[src/rtl/gf_poly_reducer_if.sv]
// Request/response bundle for the bit-serial GF(2^m) reducer: operands and
// start strobe travel one way, the remainder, completion pulse and busy
// flag travel back.
interface gf_poly_reducer_if #(
  parameter int DATA_WIDTH = 32
);
  localparam int W  = DATA_WIDTH;
  localparam int MW = $clog2(W) + 1;

  logic            op_enable;
  logic [MW-1:0]   in_width;
  logic [W:0]      polyn_red_in;
  logic [2*W-1:0]  reduc_in;
  logic [W-1:0]    out_poly;
  logic            op_finish;
  logic            busy;

  // Requester side: drives operands and the start strobe.
  modport master (
    output op_enable, in_width, polyn_red_in, reduc_in,
    input  out_poly, op_finish, busy
  );

  // Reducer side: consumes operands, reports the remainder.
  modport slave (
    input  op_enable, in_width, polyn_red_in, reduc_in,
    output out_poly, op_finish, busy
  );
endinterface

[src/rtl/gf_poly_reducer.sv]
// Bit-serial GF(2^m) modular reduction. A double-width carry-less product
// is reduced modulo an m-degree polynomial, one quotient bit per cycle from
// the top coefficient (x^(2m-1)) down to x^m, then the m-bit remainder is
// presented with a one-cycle op_finish pulse.
module gf_poly_reducer #(
  parameter int DATA_WIDTH = 32
) (
  input  logic             clk,
  input  logic             reset,
  gf_poly_reducer_if.slave bus
);
  localparam int W  = DATA_WIDTH;
  localparam int MW = $clog2(W) + 1;
  localparam int IW = $clog2(2 * W);

  typedef enum logic {IDLE, RUN} state_t;

  state_t          state_q, state_d;
  logic [MW-1:0]   m_q, m_d;
  logic [W:0]      p_q, p_d;
  logic [2*W-1:0]  r_q, r_d;
  logic [IW-1:0]   idx_q, idx_d;
  logic [W-1:0]    out_poly_q, out_poly_d;
  logic            op_finish_q, op_finish_d;

  logic [MW-1:0]   m_sel;
  logic [2*W-1:0]  r_next;

  // Next-state logic: capture operands on start, then one XOR-shift step per cycle.
  always_comb begin
    state_d     = state_q;
    m_d         = m_q;
    p_d         = p_q;
    r_d         = r_q;
    idx_d       = idx_q;
    out_poly_d  = out_poly_q;
    op_finish_d = 1'b0;
    r_next      = r_q;

    // A degree of zero or one beyond the datapath means "use the full width".
    m_sel = bus.in_width;
    if ((bus.in_width == '0) || (bus.in_width > MW'(W))) begin
      m_sel = MW'(W);
    end

    case (state_q)
      IDLE: begin
        if (bus.op_enable) begin
          state_d = RUN;
          m_d     = m_sel;
          // Keep P[m-1:0], force the leading coefficient, drop everything above.
          for (int i = 0; i <= W; i++) begin
            p_d[i] = (i < int'(m_sel)) ? bus.polyn_red_in[i] : (i == int'(m_sel));
          end
          // Only degrees up to 2m-1 take part in the reduction.
          for (int i = 0; i < 2 * W; i++) begin
            r_d[i] = (i < 2 * int'(m_sel)) ? bus.reduc_in[i] : 1'b0;
          end
          idx_d = IW'(2 * int'(m_sel) - 1);
        end
      end

      RUN: begin
        if (r_q[idx_q]) begin
          r_next = r_q ^ ((2 * W)'(p_q) << (idx_q - IW'(m_q)));
        end
        r_d   = r_next;
        idx_d = idx_q - IW'(1);
        // Once x^m is cleared every bit at or above m is zero, so the low
        // W bits are exactly the zero-extended remainder.
        if (idx_q == IW'(m_q)) begin
          state_d     = IDLE;
          out_poly_d  = r_next[W-1:0];
          op_finish_d = 1'b1;
        end
      end

      default: state_d = IDLE;
    endcase
  end

  // State and output registers; reset aborts any operation in flight.
  always_ff @(posedge clk or posedge reset) begin
    if (reset) begin
      state_q     <= IDLE;
      m_q         <= '0;
      p_q         <= '0;
      r_q         <= '0;
      idx_q       <= '0;
      out_poly_q  <= '0;
      op_finish_q <= 1'b0;
    end else begin
      state_q     <= state_d;
      m_q         <= m_d;
      p_q         <= p_d;
      r_q         <= r_d;
      idx_q       <= idx_d;
      out_poly_q  <= out_poly_d;
      op_finish_q <= op_finish_d;
    end
  end

  assign bus.out_poly  = out_poly_q;
  assign bus.op_finish = op_finish_q;
  assign bus.busy      = (state_q == RUN);
endmodule

[src/flat_wrapper.sv]
// flat-port wrapper written by rule: the top's interface ports become plain ports
module gf_poly_reducer_flat 
#(
  parameter int DATA_WIDTH = 32
)
  (clk, reset, bus_op_enable, bus_in_width, bus_polyn_red_in, bus_reduc_in, bus_out_poly, bus_op_finish, bus_busy);
  gf_poly_reducer_if #(.DATA_WIDTH(DATA_WIDTH)) bus_i ();
  input  logic clk;
  input  logic reset;
  input wire logic [$bits(bus_i.op_enable)-1:0] bus_op_enable;
  input wire logic [$bits(bus_i.in_width)-1:0] bus_in_width;
  input wire logic [$bits(bus_i.polyn_red_in)-1:0] bus_polyn_red_in;
  input wire logic [$bits(bus_i.reduc_in)-1:0] bus_reduc_in;
  output wire logic [$bits(bus_i.out_poly)-1:0] bus_out_poly;
  output wire logic [$bits(bus_i.op_finish)-1:0] bus_op_finish;
  output wire logic [$bits(bus_i.busy)-1:0] bus_busy;
  assign bus_i.op_enable = bus_op_enable;
  assign bus_i.in_width = bus_in_width;
  assign bus_i.polyn_red_in = bus_polyn_red_in;
  assign bus_i.reduc_in = bus_reduc_in;
  assign bus_out_poly = bus_i.out_poly;
  assign bus_op_finish = bus_i.op_finish;
  assign bus_busy = bus_i.busy;
  gf_poly_reducer #(.DATA_WIDTH(DATA_WIDTH)) u_core (.clk(clk), .reset(reset), .bus(bus_i));
endmodule
[config.mk]
export PLATFORM = sky130hd
export DESIGN_NAME = gf_poly_reducer_flat
export DESIGN_NICKNAME = d
export VERILOG_FILES = /design/src/rtl/gf_poly_reducer_if.sv /design/src/rtl/gf_poly_reducer.sv /design/src/flat_wrapper.sv
export SDC_FILE = /design/constraint.sdc
export NUM_CORES = 1
export LEC_CHECK = 0
export BUFFER_PORTS_ARGS = -buffer_cell sky130_fd_sc_hd__buf_2
export CORE_ASPECT_RATIO = 1.25
export CORE_MARGIN = 5
export CORE_UTILIZATION = 48
export CTS_CLUSTER_DIAMETER = 50
export DETAILED_ROUTE_END_ITERATION = 10
export GPL_TIMING_DRIVEN = 0
export PLACE_DENSITY = 0.68
export SETUP_SLACK_MARGIN = 0.4
export SLEW_MARGIN = 20
export SYNTH_ARGS = -nofsm -noshare
export SYNTH_HDL_FRONTEND = slang
export SYNTH_SLANG_ARGS = --single-unit
[constraint.sdc]
create_clock -name clk -period 4.4 [get_ports clk]
set_input_delay 0 -clock clk [delete_from_list [all_inputs] [get_ports clk]]
set_output_delay 0 -clock clk [all_outputs]
set_load 0.1 [all_outputs]
# == After elaboration in Yosys (flattened, before gate mapping) ==
# Index checks and enable logic that the tools add are counted.
# totals
ff_bits,143
latch_bits,0
mem_bits_rw,0
rom_bits,0
out_inout_bits,34
elab_cells,264
mem_count,0
# op_classes
n_addsub,3
n_mul,0
div_mod_pow,0
order_cmp,99
eq_ne,35
n_shift,1
n_mux,110
n_bitwise,2
reduce_logical,6
# ops
op,n
6-bit by 7-bit less-than comparator with 1-bit output (first input constant),32
64-bit two-way mux,2
64-bit case mux with 2 select lines,1
5-bit by 7-bit less-than comparator with 1-bit output (first input constant),16
6-bit == test (first input constant),17
1-bit two-way mux,102
5-bit by 6-bit less-than comparator with 1-bit output (first input constant),16
33-bit by 6-bit left shift with 64-bit output,1
64-bit XOR,1
4-bit by 7-bit less-than comparator with 1-bit output (first input constant),8
5-bit by 6-bit == test with 1-bit output (first input constant),8
4-bit by 6-bit less-than comparator with 1-bit output (first input constant),8
3-bit by 7-bit less-than comparator with 1-bit output (first input constant),4
4-bit by 6-bit == test with 1-bit output (first input constant),4
3-bit by 6-bit less-than comparator with 1-bit output (first input constant),4
1-bit by 7-bit less-than comparator with 1-bit output (first input constant),2
2-bit by 7-bit less-than comparator with 1-bit output (first input constant),2
3-bit by 6-bit == test with 1-bit output (first input constant),2
6-bit zero test,2
1-bit by 6-bit less-than comparator with 1-bit output (first input constant),2
2-bit by 6-bit less-than comparator with 1-bit output (first input constant),2
6-bit two-way mux,2
6-bit case mux with 2 select lines,1
6-bit by 1-bit subtractor with 6-bit output (second input constant),2
12 further kinds,15

# == Depth between registers and ports, before layout ==
# Gate-level depths: netlist of run 1.
# depth
depth_word,7
ltp_mapped,17

# == Worst setup path after synthesis of run 1 ==
# No wires, ideal clock.
# synth_timing
kind,reg-to-reg
from,register u_core.idx_q[0]
to,register u_core.r_q[29]
setup_ps,71
arrival_time_ps,3726
t_required_ps,4329
setup_slack_ps,603
path_stages_with_launch,16
n_path_buf,4
period_less_slack_ps,3797
cell_sequence,dfrtp_1 > buf_2 > buf_2 > inv_1 > ha_1 > inv_1 > fa_1 > buf_2 > buf_4 > mux4_2 > mux2_2 > mux2i_1 > o221ai_1 > nand4_1 > mux2_1 > nor2_1
# synth_between
elab_chain_cells,5
elab_cells_between_ends,7
classes_between,add/sub (1); shift (1); mux (4); bitwise (1)
# synth_lines
element,line,rtl
"start, declared",gf_poly_reducer.sv:22,"logic [IW-1:0] idx_q, idx_d;"
"start signal, assigned",gf_poly_reducer.sv:97,idx_q <= idx_d;
6-bit subtractor,gf_poly_reducer.sv:65,r_next = r_q ^ ((2 * W)'(p_q) << (idx_q - IW'(m_q)));
33-bit by 6-bit left shift with 64-bit output,gf_poly_reducer.sv:65,
64-bit XOR,gf_poly_reducer.sv:65,
64-bit two-way mux *,gf_poly_reducer.sv:64,if (r_q[idx_q]) begin
64-bit case mux with 2 select lines *,gf_poly_reducer.sv:46,case (state_q)
"end signal, assigned",gf_poly_reducer.sv:96,r_q <= r_d;
"end, declared",gf_poly_reducer.sv:21,"logic [2*W-1:0] r_q, r_d;"
# Mark *: on every way between the ends. The rest lies on a longest branch, timed or not. The select of a mux whose other input is x is not followed.
# A chain may end at the register's enable or synchronous reset.

# == Worst setup path after layout of run 1 ==
# layout_timing
from,register u_core.idx_q[1]
to,register u_core.r_q[58]
# layout_between
elab_chain_cells,5
elab_cells_between_ends,9
classes_between,add/sub (1); eq/ne (1); shift (1); mux (4); bitwise (1); reduce/logical (1)
# layout_lines
element,line
6-bit subtractor,gf_poly_reducer.sv:65
33-bit by 6-bit left shift with 64-bit output,gf_poly_reducer.sv:65
64-bit XOR,gf_poly_reducer.sv:65
64-bit two-way mux,gf_poly_reducer.sv:64
64-bit case mux with 2 select lines,gf_poly_reducer.sv:46
# Several ways; a longest one is shown, not always the timed one. The select of a mux whose other input is x is not followed.

==> results of run 1 <==
==> routing by layer <==
metal	GRT usage (%)	vias to the layer above
li1	-	5361
met5	0	-
met1	46.4	6030
met2	66.8	876
met4	33.5	0
met3	11.9	323
==> worst max-delay path: cells and delay by family, from the launching register on <==
| family | cells | cell delay, ns |
|---|---|---|
| flip-flops | 1 | 0.72 |
| XOR/XNOR | 1 | 0.27 |
| buffers and inverters | 2 | 0.89 |
| adder cells (fa/ha/maj) | 1 | 0.35 |
| AO/OA/AOI/OAI | 2 | 0.79 |
| AND/OR/NAND/NOR | 3 | 0.52 |
| multiplexers | 1 | 0.39 |
==> sequential cells by signal, summed over array words and instances (netlist names) <==
name	flops
u_core.m_q	6
u_core.r_q	64
u_core.p_q	33
u_core.idx_q	6
u_core.bus.op_finish	1
u_core.bus.busy	1
u_core.bus.out_poly	32
==> area by class of cell <==
| type | count | area, um2 | share of cell area [%] |
|---|---|---|---|
| Timing Repair Buffer | 262 | 1940 | 13.1 |
| Clock inverter | 12 | 160 | 1.08 |
| Multi-Input combinational cell | 1006 | 7610 | 51.4 |
| Buffer | 103 | 559 | 3.77 |
| Clock buffer | 20 | 447 | 3.01 |
| Inverter | 40 | 161 | 1.09 |
| Tap cell | 288 | 360 | 2.43 |
| Antenna cell | 1 | 2.50 | 0.0169 |
| Sequential cell | 143 | 3580 | 24.2 |
==> kinds of logic (layout without fill, tap and decap cells) <==
group                    count (synthesis)  after routing  synth area share, %
AO/OA/AOI/OAI                          358            358                 20.7
XOR/XNOR                                43             43                 3.47
adder cells (fa/ha/maj)                 12             12                 1.40
buffers and inverters                  143            437                 5.61
flip-flops                             143            143                 31.7
multiplexers                           143            143                 18.3
other                                    0              1                    0
AND/OR/NAND/NOR                        450            450                 18.8
==> layout by cell type, fill, tap and decap left out, types with 9 or more instances in the layout <==
cell type / count
buf_2: 160
mux2i_1: 47
clkbuf_1: 52
o21ai_0: 91
and3_1: 21
nor2_1: 90
ha_1: 10
nand3_1: 65
xnor2_1: 21
buf_4: 36
mux4_2: 48
o21ai_1: 18
inv_1: 37
dfrtp_1: 143
nand2_1: 152
mux2i_2: 12
nor2b_1: 12
nor3_1: 27
a22oi_1: 10
or3_1: 12
nand2b_1: 13
dlygate4sd3_1: 94
xor2_1: 15
a21o_1: 11
o211ai_1: 19
a211oi_1: 11
nor4_1: 9
mux2_2: 14
a31oi_1: 21
mux2i_4: 17
a32oi_1: 11
a21oi_1: 67
clkbuf_16: 17
==> metrics by stage <==
stage                     setup slack (ns)  instance area, um2  cells
after floorplan                      0.562               11300   1292
after global placement               -1.29               12300   1718
after detailed placement            -0.736               12400   1719
after CTS                            0.381               14700   1870
after global routing                 0.382               14800   1874
final                                0.398               14800   1875
==> repair_timing <==
item                                    in CTS  in global routing
resized for setup                          117                 17
setup buffers                               24                  4
endpoints found under the hold margin      150                  0
endpoints found under the setup margin      95                 46
gates cloned                                 1                  0
hold buffers                                94                  0
pin swaps                                    8                  8
==> worst max-delay path by stage <==
stage                            endpoint  slack [ns]  cells past startpoint
after CTS                  u_core.r_q[58]        0.38                     13
after floorplan           u_core.bus.busy        0.56                      1
after detailed placement   u_core.r_q[29]       -0.74                     15
after global placement     u_core.p_q[18]       -1.29                      2
after global routing       u_core.r_q[58]        0.38                     10
final                      u_core.r_q[58]        0.40                     10
==> results.md, run 1 <==
- WL per Instance: 30.1 um
- Ys Warns: 0
- Max incr delay on CP: 0.72 ns
- CP endpoint kind: flip-flop
- Worst R2R End: u_core.r_q[58]
- Seq/Total Area, Yosys: 31.7%
- Unique masters post-synth: 82
- Worst reg-to-reg path cell count: 10
- Critical Path Fanout Max: 10
- Post-synth top cells: nand2_1 (154), dfrtp_1 (143), o21ai_0 (98)
- Worst-Skew Late Latency: 0.46 ns
- FP Rows: 62
- Grt ovf: 0
- Core area: 0.0230 mm2
- Vias in the first global route: 12639
- Tot GR Track Use: 41.8%
- Ranking of synthesized cells by area: dfrtp_1 (32%), mux4_2 (9.6%), mux2i_1 (6.7%), nand2_1 (5.1%), o21ai_0 (4.3%)
- Die width: 147 um
- Max-slew headroom: 20.7%
- Final core utilization: 64.3%
- FMAX: 250 MHz
- CP Launch Type: flip-flop
- H-Tree Depth: 4
- Synth area leader: dfrtp_1
- Chip height: 181 um
- Min Tclk post-route: 4.00 ns
- Max Buffers Root-to-Sink: 2
- Antenna Nets Post-Route: 0
- Synth top area share: 31.7%
- Slew Limit Fails: 0
- First-pass GRT wire length: 82000 um
- CP arrival: 4.38 ns
- Filler cells: 1900
- Vias/cell: 6.71
- Fin crit share: 91.0%
- Ys flop type: dfrtp_1
- Post-synth EDFFs: 0
- Post-synthesis async set-or-reset flop share: 100%
- Largest net degree at the start of global routing: 87
- Outcome: complete, no violations
- Setup slack, reg-to-reg: 0.40 ns
- Initial antenna violation count: 1
- Most frequent cell after synthesis: nand2_1
- Area growth syn-to-layout: 31.4%
- Initial Utilization: 48.9%
- Drt first pass iters: 6
- DR top layer: met4
- Syn_nets: 1410
- RSZ-0062 raised after global routing: true
- DRC: 0
- Hold depth: 5
- Final WL: 56400 um
- Max-Cap Viols: 0
- Vias: 12590
- CP required: 4.77 ns
- CTS Sinks: 143
- Source of the worst register-to-register timing path: u_core.idx_q[1]
- Proportion of layout cells with a drive suffix above 1: 24.9%
- Final hold slack: 0.0190 ns
- Final net count: 1691
- Critical setup path kind: reg2reg
- Die ar.: 0.0267 mm2
- Initial drt markers: 1502
- Syn Inst Count: 1292
- Hold EP: u_core.r_q[35]
- Fin Setup TNS: 0 ns
- Met3 wire length: 5670 um
- Worst min-delay path class: in2reg
- Post-Synthesis Mean Instance Area: 8.73 um2
- Cts bufs inserted: 17
- TritonCTS clock tree: done
- # setup viols final: 0
- Yosys reg bits: 143
- Ports: 140
- Post-DP HPWL: 43000 um
- Routability cong.: 1.04
- Synth Cell Area: 0.0113 mm2
- Input/output buffers: 138
- Slowest cell on crit path: dfrtp_1
- Final Hold Vio Count: 0
- Slew @ Worst Pin: 1.18 ns
- Routed length on met1: 19100 um
- Root buffer cell: clkbuf_16
- Clock Skew: 0.0165 ns
- Routed length on met2: 25500 um
- Crit-path cells: ha_1 > nor2b_1 > o31ai_2 > xnor2_2 > buf_2 > clkbuf_1 > nand3_1 > o22ai_1 > mux2_2 > nor3_2
- Crit path from: u_core.idx_q[1]
- Reg clk slew, reported paths: 0.06 ns
- Hold path startpoint: bus_reduc_in[35]
Power of run 1 is not shown: default switching activity piles up to over one toggle a cycle in this logic, so the estimate is an artifact.
==> inputs of run 2 (changes only) <==
Settings changed: CORE_ASPECT_RATIO 1.25 to 0.75, CTS_BUF_LIST set to sky130_fd_sc_hd__clkbuf_16.
==> run 2 against run 1 <==
Routed wire length shrank 0.25%. Sequential cell count unchanged. Final area rose by 1.9%. Global-route usage decreased by 0.52 points. Final cell count is 1.3% higher. Non-clock buffer count increased by 13.
==> results.md, run 2 (synthesis results as in run 1) <==
- Vias/cell: 6.77 (+0.89%)
- CP endpoint kind: flip-flop
- Design Area, Final: 0.0151 mm2 (+1.9%)
- Setup ws final: 0.413 ns (+0.0156 ns)
- WL per Instance: 29.6 um (-1.5%)
- Initial Utilization: 48.9% (about the same)
- Drt first pass iters: 6 (unchanged)
- Worst path most repeated cell: buf_12
- Slew @ Worst Pin: 1.18 ns (+0.00538 ns)
- # setup viols final: 0 (unchanged)
- Final WL: 56300 um (-0.25%)
- Final Hold Vio Count: 0 (unchanged)
- Max-slew headroom: 21.0% (+0.37 points)
- Input/output buffers: 138 (unchanged)
- DRC: 0 (unchanged)
- Clock Skew: 0.0124 ns (-0.00409 ns)
- Grt ovf: 0 (unchanged)
- Worst-Skew Late Latency: 0.44 ns (-0.02 ns)
- Reg clk slew, reported paths: 0.07 ns (about the same)
- CTS Sinks: 143 (unchanged)
- Slowest cell on crit path: fa_2
- Cts bufs inserted: 17 (unchanged)
- Inst Count DP: 1731 (+0.70%)
- Routability cong.: 1.04 (-0.60%)
- Ports: 140 (unchanged)
- Slew Limit Fails: 0 (unchanged)
- Antenna diodes: 0 (-1)
- Min Tclk post-route: 3.99 ns (-0.0156 ns)
- Leading cell types in the layout, fill and taps excluded: buf_2 (159), nand2_1 (152), dfrtp_1 (143)
- DP Area: 0.0124 mm2 (+0.16%)
- Filler cells: 1901 (+0.053%)
- Most flop-heavy register: u_core.r_q
- Commonest non-fill, non-tap cell in the layout: buf_2
- Max Buffers Root-to-Sink: 2 (unchanged)
- CP arrival: 4.34 ns (-0.04 ns)
- Area growth syn-to-layout: 33.9%
- Crit-path cells: buf_12 > buf_6 > clkinvlp_4 > ha_4 > inv_1 > fa_2 > buf_12 > clkbuf_16 > mux4_2 > mux2i_4 > nor3_1 > a31oi_2 > o2bb2ai_1 > and3_1 > a211oi_1
- FP Rows: 48 (-23%)
- Tot GR Track Use: 41.2% (-0.52 points)
- Initial drt markers: 2050 (+36%)
- H-Tree Depth: 4 (unchanged)
- FMAX: 251 MHz (+0.39%)
- Chip height: 143 um (-21%)
- Post-DP HPWL: 42100 um (-2.1%)
- Antenna Nets Post-Route: 0 (unchanged)
- Worst min-delay path class: in2reg
- Fin Setup TNS: 0 ns (unchanged)
- Dpl ws: -0.717 ns (+0.0196 ns)
- Max reg flops: 64 (unchanged)
- RSZ-0062 raised after global routing: true
- Initial antenna violation count: 2 (+1)
- Proportion of layout cells with a drive suffix above 1: 26.3% (+1.4 points)
- Max incr delay on CP: 0.67 ns (-0.05 ns)
- Core area: 0.0231 mm2 (about the same)
- Register area: 0.00358 mm2 (unchanged)
- CP Launch Type: flip-flop
- Post-route insts no fill: 1899 (+1.3%)
- Critical Path Fanout Max: 10 (unchanged)
- Die ar.: 0.0267 mm2 (about the same)
- Vias: 12865 (+2.2%)
- Fin crit share: 90.6% (-0.35 points)
- First-pass GRT wire length: 81400 um (-0.74%)
- Area of the multi-input gates: 0.00774 mm2 (+1.7%)
- Final net count: 1704 (+0.77%)
- Critical setup path kind: reg2reg
- Largest net degree at the start of global routing: 74 (-15%)
- Root buffer cell: clkbuf_16
- Outcome: complete, no violations
- CP required: 4.75 ns (-0.02 ns)
- TritonCTS clock tree: done
- Die width: 187 um (+27%)
- Max-Cap Viols: 0 (unchanged)
- Vias in the first global route: 12204 (-3.4%)
==> run 2: final cells by class <==
type / instances / share of cell area, %
Sequential cell: 143 / 23.7
Timing Repair Buffer: 275 / 13.7
Tap cell: 300 / 2.49
Clock inverter: 15 / 1.13
Multi-Input combinational cell: 1006 / 51.2
Buffer: 103 / 3.93
Clock buffer: 17 / 2.82
Inverter: 40 / 1.07
==> run 2: repair_timing <==
item	CTS	global route
buffers inserted	19	17
hold buffers	97	0
pin swaps	8	14
gates resized for setup	117	50
gates cloned	0	3
setup endpoints to repair	95	53
hold endpoints to repair	166	0
==> run 2: through the flow <==
stage / utilization [%] / hold WS, ns
3_3_place_gp: 53.5 / 0.216
6_report: 65.5 / 0.0463
3_5_place_dp: 53.7 / 0.0872
5_1_grt: 65.5 / 0.0401
4_1_cts: 63.5 / 0.0134
2_1_floorplan: - / 0.116
==> run 2: path summary, 6_finish.rpt <==
| kind | from | endpoint | slack, ns | cells past startpoint |
|---|---|---|---|---|
| max | u_core.idx_q[0] | u_core.r_q[49] | 0.41 | 15 |
| min | bus_reduc_in[47] | u_core.r_q[47] | 0.05 | 4 |
| max reg2reg | u_core.idx_q[0] | u_core.r_q[49] | 0.41 | 15 |
| min reg2reg | u_core.bus.out_poly[8] | u_core.bus.out_poly[8] | 0.47 | 2 |
| max in group asynchronous | reset | u_core.p_q[3] | 3.46 | 4 |
| min in group asynchronous | reset | u_core.r_q[43] | 0.14 | 3 |
==> run 2: critical path, delay by kind of cell (launching register included) <==
family                   cells  cell delay (ns)
AND/OR/NAND/NOR              2             0.36
buffers and inverters        6             0.76
AO/OA/AOI/OAI                3             0.73
adder cells (fa/ha/maj)      2             0.82
multiplexers                 2             0.82
flip-flops                   1             0.39
==> run 2: routing by layer <==
layer	global-route usage, %	vias up	wire length [um]
li1	-	5407	-
met1	57.4	6184	22200
met2	57.1	1085	22300
met3	17.1	185	9130
met4	16.5	4	2630
met5	0	-	89
Power of run 2 is left out for the same reason.
==> inputs of run 3 (changes only) <==
Settings changed: GPL_TIMING_DRIVEN 0 to 1.
==> run 3 against run 2 <==
Worst setup slack improved by 0.15 ns. Sequential cell count is the same. Core utilization down 5.2 points. Maximum frequency is 3.9% higher. Final cell count fell by 4.5%. Die area did not move. Sequential share of layout area is 2.0 points higher. Routed wire length is 18% lower. Non-clock buffer count shrank 84. Via count down 8.1%. Global-route usage is 6.6 points lower. Critical path depth down 2. Highest routed layer is now met4.
==> results.md, run 3 (synthesis results as in run 1) <==
- Fin crit share: 87.2% (-3.4 points)
- H-Tree Depth: 4 (unchanged)
- Vias/cell: 6.52 (-3.8%)
- Grt ovf: 0 (unchanged)
- Fin Setup TNS: 0 ns (unchanged)
- Final WL: 46300 um (-18%)
- Slowest cell on crit path: xor2_4
- Inst Count DP: 1683 (-2.8%)
- Die width: 187 um (unchanged)
- Commonest non-fill, non-tap cell in the layout: nand2_1
- Initial drt markers: 1515 (-26%)
- Die ar.: 0.0267 mm2 (unchanged)
- Clock Skew: 0.0136 ns (+0.00122 ns)
- Vias: 11826 (-8.1%)
- Tot GR Track Use: 34.6% (-6.6 points)
- Max-slew headroom: 29.0% (+7.9 points)
- Dpl ws: 0.510 ns (+1.23 ns)
- Initial antenna violation count: 0 (-2)
- Source of the worst register-to-register timing path: u_core.idx_q[0]
- Antenna Nets Post-Route: 0 (unchanged)
- Cts bufs inserted: 17 (unchanged)
- Slew @ Worst Pin: 1.06 ns (-0.123 ns)
- Root buffer cell: clkbuf_16
- Post-route insts no fill: 1814 (-4.5%)
- Final Hold Vio Count: 0 (unchanged)
- Max Buffers Root-to-Sink: 2 (unchanged)
- TritonCTS clock tree: done
- CP Launch Type: flip-flop
- Crit path from: u_core.idx_q[0]
- CP arrival: 4.17 ns (-0.17 ns)
- Outcome: complete, no violations
- Proportion of layout cells with a drive suffix above 1: 20.7% (-5.6 points)
- Antenna diodes: 0 (unchanged)
- Slew Limit Fails: 0 (unchanged)
- # setup viols final: 0 (unchanged)
- CP endpoint kind: flip-flop
- Chip height: 143 um (unchanged)
- Min Tclk post-route: 3.84 ns (-0.149 ns)
- Final hold slack: 0.0269 ns (-0.0194 ns)
- Worst-Skew Late Latency: 0.45 ns (about the same)
- CP required: 4.74 ns (about the same)
- FP Rows: 48 (unchanged)
- Setup ws final: 0.562 ns (+0.149 ns)
- Ports: 140 (unchanged)
- Max incr delay on CP: 0.48 ns (-0.19 ns)
- Core area: 0.0231 mm2 (unchanged)
- Drt first pass iters: 6 (unchanged)
- CTS Sinks: 143 (unchanged)
- Critical setup path kind: reg2reg
- Input/output buffers: 139 (+0.72%)
- Initial Utilization: 48.9% (unchanged)
- Worst min-delay path class: in2async
- Max-Cap Viols: 0 (unchanged)
- First-pass GRT wire length: 69900 um (-14%)
- Crit-path cells: inv_1 > ha_2 > inv_1 > fa_2 > a21o_1 > a21oi_1 > xor2_4 > buf_4 > nand3_1 > o211a_1 > o21ai_0 > o21ai_0 > a211o_1
- Routability cong.: 1.05 (+1.5%)
- Post-DP HPWL: 34600 um (-18%)
- DRC: 0 (unchanged)
- Largest net degree at the start of global routing: 66 (-11%)
- Most flop-heavy register: u_core.r_q
- Area growth syn-to-layout: 23.3%
- RSZ-0062 raised after global routing: false
- FMAX: 261 MHz (+3.9%)
- Leading cell types in the layout, fill and taps excluded: nand2_1 (153), dfrtp_1 (142), buf_2 (139)
- Vias in the first global route: 11197 (-8.3%)
- Final net count: 1620 (-4.9%)
- Critical Path Fanout Max: 14 (+4)
- WL per Instance: 25.5 um (-14%)
- Reg clk slew, reported paths: 0.07 ns (about the same)
- Max reg flops: 64 (unchanged)
## run 3: cell types whose count changed in the layout (fill, tap and decap cells not counted), sizes merged
| cell | delta |
|---|---|
| clkbuf | -59 |
| buf | -25 |
| clkinvlp | -4 |
| inv | +4 |
| bufinv | -2 |
| clkinv | +1 |
## run 3: area by class of cell
cell class,count,area [um2]
clock buffer,17,425
timing repair buffer,294,2140
inverter,40,155
fill,2017,9150
tap,300,375
multi-input combinational,1006,7140
clock inverter,14,91.3
sequential,143,3580
## run 3: path summary, 6_finish.rpt
check / cells after the start / to / slack, ns
max: 13 / u_core.r_q[53] / 0.56
min: 3 / u_core.r_q[42] / 0.03
max reg2reg: 13 / u_core.r_q[53] / 0.56
min reg2reg: 2 / u_core.bus.out_poly[6] / 0.47
max in group asynchronous: 4 / u_core.m_q[2] / 3.25
min in group clk: 4 / u_core.r_q[13] / 0.06
## run 3: worst max-delay path, delay by kind of cell, from the launching register on
family,cells,cell delay [ns]
AO/OA/AOI/OAI,6,1.70
adder cells (fa/ha/maj),2,0.59
XOR/XNOR,1,0.48
buffers and inverters,3,0.45
flip-flops,1,0.38
AND/OR/NAND/NOR,1,0.10
## run 3: per-stage QoR
step / utilization, % / cell area [um2]
after global routing: 60.3 / 13900
after global placement: 53.7 / 12400
after floorplan: - / 11300
final: 60.3 / 13900
after CTS: 60.2 / 13900
after detailed placement: 53.7 / 12400
## run 3: metal layers
layer	up-vias	share of wire, %	GRT usage [%]
met5	-	0	0
met4	0	2.9	10.7
met3	79	13	12.5
met2	755	42	49.6
met1	5783	43	49.3
li1	5209	-	-
## run 3: repair_timing
item / CTS / global route
hold buffers: 97 / 0
hold endpoints to repair: 113 / 0
endpoints found under the setup margin: 0 / 13
buffers inserted: 0 / 3
resized for setup: 0 / 2
Power of run 3 is left out for the same reason.
